File: src/rtl/fwd_hazard_unit.sv
// Forwarding and hazard-detection unit that sits beside the ID stage.
// A shadow pipeline of destination records for the stages after decode
// drives the operand-forwarding selects and the load-use / RAW stall.
module fwd_hazard_unit #(
  parameter int REG_W   = 4,
  parameter int NUM_SRC = 3,
  parameter int DEPTH   = 3,
  parameter int SEL_W   = $clog2(DEPTH + 1),
  parameter int CNT_W   = 16
) (
  input  logic                     clk,
  input  logic                     rst,
  input  logic                     enable_forwarding,
  input  logic                     id_valid,
  input  logic [NUM_SRC*REG_W-1:0] id_src,
  input  logic [NUM_SRC-1:0]       id_src_used,
  input  logic [REG_W-1:0]         id_dest,
  input  logic                     id_wb_en,
  input  logic                     id_mem_read,
  input  logic                     flush,
  output logic [NUM_SRC*SEL_W-1:0] sel_src,
  output logic                     hazard_stall,
  output logic [CNT_W-1:0]         stall_count
);

  // Shadow records, stage 1 (EXE) through stage DEPTH (WB)
  logic [REG_W-1:0] st_dest [1:DEPTH];
  logic [DEPTH:1]   st_wb;
  logic [DEPTH:1]   st_mr;

  logic [SEL_W-1:0]   nearest [NUM_SRC];
  logic [NUM_SRC-1:0] load_use;
  logic [NUM_SRC-1:0] raw_hazard;
  logic               accept;

  // Nearest matching stage per operand; scanning from the oldest stage lets the youngest writer win
  always_comb begin
    for (int i = 0; i < NUM_SRC; i++) begin
      nearest[i] = '0;
      for (int k = DEPTH; k >= 1; k--) begin
        if (id_valid && id_src_used[i] && st_wb[k] &&
            (st_dest[k] == id_src[i*REG_W +: REG_W])) begin
          nearest[i] = SEL_W'(k);
        end
      end
    end
  end

  // Classify each operand: load still in EXE, or any RAW that WB cannot cover through the register file
  always_comb begin
    load_use   = '0;
    raw_hazard = '0;
    for (int i = 0; i < NUM_SRC; i++) begin
      load_use[i]   = (nearest[i] == SEL_W'(1)) && st_mr[1];
      raw_hazard[i] = (nearest[i] != {SEL_W{1'b0}}) && (nearest[i] != SEL_W'(DEPTH));
    end
  end

  // Forwarding selects and stall; a load-use operand falls back to the register file while stalled
  always_comb begin
    sel_src      = '0;
    hazard_stall = enable_forwarding ? (|load_use) : (|raw_hazard);
    if (enable_forwarding) begin
      for (int i = 0; i < NUM_SRC; i++) begin
        sel_src[i*SEL_W +: SEL_W] = load_use[i] ? {SEL_W{1'b0}} : nearest[i];
      end
    end
  end

  // A stalled, flushed or empty ID slot enters the shadow pipeline as a bubble
  always_comb begin
    accept = id_valid && !hazard_stall && !flush;
  end

  // Advance the shadow pipeline and count stall cycles with saturation
  always_ff @(posedge clk) begin
    if (rst) begin
      for (int k = 1; k <= DEPTH; k++) begin
        st_dest[k] <= '0;
      end
      st_wb       <= '0;
      st_mr       <= '0;
      stall_count <= '0;
    end else begin
      for (int k = DEPTH; k >= 2; k--) begin
        st_dest[k] <= st_dest[k-1];
        st_wb[k]   <= st_wb[k-1];
        st_mr[k]   <= st_mr[k-1];
      end
      st_dest[1] <= id_dest;
      st_wb[1]   <= accept && id_wb_en;
      st_mr[1]   <= accept && id_mem_read;
      if (hazard_stall && (stall_count != {CNT_W{1'b1}})) begin
        stall_count <= stall_count + 1'b1;
      end
    end
  end

endmodule

File: config.mk
export PLATFORM = sky130hd
export DESIGN_NAME = fwd_hazard_unit
export DESIGN_NICKNAME = d
export VERILOG_FILES = /design/src/rtl/fwd_hazard_unit.sv
export SDC_FILE = /design/constraint.sdc
export NUM_CORES = 1
export LEC_CHECK = 0
export ABC_AREA = 1
export CORE_ASPECT_RATIO = 0.6
export CORE_MARGIN = 1.5
export CORE_UTILIZATION = 55
export DETAILED_ROUTE_END_ITERATION = 10
export PLACE_DENSITY = 0.88
export SLEW_MARGIN = 20
export SYNTH_ARGS = -nofsm -noshare
export SYNTH_HDL_FRONTEND = slang
export SYNTH_SLANG_ARGS = --single-unit
File: constraint.sdc
create_clock -name clk -period 4.4 [get_ports clk]
set_input_delay 0.44 -clock clk [delete_from_list [all_inputs] [get_ports clk]]
set_output_delay 0.44 -clock clk [all_outputs]
set_load 0.1 [all_outputs]
==> flow_metrics.py <==
metrics = {
    "setup_path": {
        "worstReg2RegStart": "st_dest[0][13]",
        "startpoint_type": "input port",
        "cp-endpoint": "hazard_stall",
        "rr_endpoint": "stall_count[7]",
        "crit_fanout": 17,
        "crit_arrival_ps": 3090,
        "ff2ff_setup_slack_ps": 1690,
        "r2r_cells": 12,
        "cp-startpoint": "id_valid",
        "required_ps": 3960,
        "path_class": "input port to primary output",
        "cp-end-kind": "primary output",
    },
    "global_routing": {
        "grtUsageTotal_pct": 28.3,
        "overflow": 0,
        "grt_max_degree": 19,
        "grt_pass1_vias": 1942,
        "grt_pass1_wl_mm": 9.48,
        "antenna_found_initial": 0,
    },
    "timing": {
        "worst_pin_slew_ps": 986,
        "fin_crit_sh_pct": 80.1,
        "fin_setup_tns_ps": 0,
        "rsz0062_at_grt": "no",
        "report.final.slew_viol_count": 0,
        "setup_viol": 0,
        "max-slew-margin-rel_pct": 34.1,
        "post-route-min-period_ps": 3530,
        "hold_viol_final": 0,
        "skew_ps": 1.71,
        "max_freq_mhz": 284,
        "holdWs_ps": 501,
    },
    "clock_network": {
        "htreeDepth": 2,
        "cts.sinks": 32,
        "tritoncts": "done",
        "clk_path_buf_depth": 2,
        "cts_setup_buffers": 0,
        "clkTransAtPathRegs_ps": 70,
        "ctsResizeCount": 0,
        "clk_latency_ps": 280,
        "cts_root_buf": "clkbuf_8",
        "cts_buffers": 5,
        "cts_hold_buf": 0,
    },
    "synth": {
        "ys_top_cells_by_area": "dfxtp_1 29%, nand2_1 13%, nor2_1 8.2%",
        "synth_edf_count": 0,
        "synth_nets": 356,
        "postSynthAreaPerCell_um2": 6.72,
        "yosysWarnings": 0,
        "synth-seq-cells": 32,
        "dominantRegCellSynth": "dfxtp_1",
        "synth_top_area_share_pct": 29.2,
        "synth.most_common_cell": "nand2_1",
        "synth.largest_area_cell": "dfxtp_1",
        "synth_cell_types": 35,
        "syn-cell-area_mm2": 0.00220,
        "synthArstFlopShare_pct": 0,
        "yosysSeqAreaShare_pct": 29.2,
        "netlist_top_cells_count": "74 x nand2_1, 48 x nor2_1, 33 x inv_1",
        "syn_inst": 327,
    },
    "status": {
        "status": "finished, final reports clean",
    },
    "place": {
        "port_buffers": 48,
        "placed_area_mm2": 0.00267,
        "place_congestion": 1.00,
        "hpwl_mm": 4.70,
    },
    "layout": {
        "fill_cells": 314,
        "nNetsFinal": 405,
        "antenna_cells": 0,
        "final_area_mm2": 0.00276,
        "syn_to_final_growth_pct": 25.6,
        "layout-drive-gt1-share_pct": 13.8,
    },
    "routing": {
        "ant_nets": 0,
        "first_pass_iters": 5,
        "first_iter_violations": 304,
        "routed_wl_mm": 6.07,
        "drc": 0,
        "vias_per_cell": 5.64,
        "post_drt_wl_per_cell_um": 14.3,
        "route.vias.total": 2392,
    },
    "floorplanning": {
        "ioPinCount": 49,
        "rows": 17,
        "die_w_um": 84.6,
        "coreArea_mm2": 0.00374,
        "start_util_pct": 58.7,
        "dieArea_mm2": 0.00440,
        "die_h_um": 52.0,
    },
    "power_and_ir_drop": {
        "p_leak_nw": 1.14,
        "finalPower_mw": 0.646,
        "ir_drop_mv": 0.212,
        "pwr_density_cell_mw_per_mm2": 234,
    },
    "hold_path": {
        "hold_path.class": "register to register",
    },
    "run": {
        "maxCapViolCount": 0,
    },
}
-- placed cells by master (no fill, tap or decap), drive strengths merged --
cell type,netlist,routed
o31ai,1,1
nor4,5,5
a211oi,1,1
nand2,84,84
or2,1,1
clkinv,0,3
xor2,13,13
inv,38,38
o22ai,3,3
xnor2,10,10
nor3,6,6
nor2,55,55
nand3b,1,1
clkbuf,3,5
clkdlybuf4s50,0,41
and3,2,2
dfxtp,32,32
buf,4,8
o21ai,6,6
nand3,18,18
nand2b,1,1
a21oi,21,21
nand4,19,19
ha,3,3
-- flip-flops by register name (all words and copies together) (netlist names) --
name	cells
st_dest	12
st_wb	3
stall_count	16
st_mr	1
-- critical path, cell delays in order --
cell and delay, ps:
clkdlybuf4s50_1 620, nand3_1 120, nor4_1 400, nand2b_1 160, nand2_1 70, ha_1 270, and3_1 180, nand3_2 330
nand2_1 220, inv_1 50, buf_4 230
-- through the flow --
| step | utilization (%) | worst slack (ps) | std cells |
|---|---|---|---|
| 4_1_cts | 73.7 | 928 | 424 |
| 2_1_floorplan | - | 1140 | 327 |
| 3_5_place_dp | 71.4 | 943 | 416 |
| 6_report | 73.7 | 875 | 424 |
| 5_1_grt | 73.7 | 734 | 424 |
| 3_3_place_gp | 71.4 | 1060 | 416 |
-- metal layers --
metal / routed length [um] / up-vias / GRT usage, %
met5: 0 / - / 0
li1: - / 1158 / -
met4: 26 / 0 / 5.11
met1: 2970 / 1096 / 45.0
met2: 2290 / 134 / 36.0
met3: 790 / 4 / 9.05
-- how the worst min path moves through the flow --
stage | start | end | slack [ps] | cells past startpoint
global placement | st_wb[2] | st_wb[3] | 480 | 2
global route | stall_count[15] | stall_count[15] | 530 | 2
finish | st_wb[2] | st_wb[3] | 500 | 2
floorplan | st_wb[2] | st_wb[3] | 440 | 2
detailed placement | st_wb[2] | st_wb[3] | 490 | 2
CTS | st_wb[2] | st_wb[3] | 500 | 2
-- cells by family (layout without fill, tap and decap cells) --
kind of cell / after synthesis / count (layout) / share of synthesized area [%]
and+or+nand+nor: 192 / 192 / 41.9
AOI/OAI and AO/OA: 32 / 32 / 9.05
xor gates and xnor gates: 23 / 23 / 9.17
DFF: 32 / 32 / 29.2
buffers and inverters: 45 / 95 / 9.00
adders and majority gates: 3 / 3 / 1.71
-- power by group --
part           internal (mW)  total (mW)  switching [mW]  leakage [nW]
sequential             0.296       0.306         0.00967         0.260
clock                  0.110       0.229           0.118        0.0479
combinational         0.0438       0.112          0.0682         0.832
total                  0.450       0.646           0.196          1.14
-- area by class of cell --
class | instances | area [um^2] | share of cell area (%)
clock buffer | 5 | 68.8 | 2.49
multi-input combinational | 250 | 1360 | 49.3
sequential | 32 | 641 | 23.2
tap | 47 | 58.8 | 2.13
inverter | 38 | 143 | 5.17
timing repair buffer | 49 | 470 | 17.1
clock inverter | 3 | 18.8 | 0.680
Note: power is estimated with default switching activity, not from simulation.
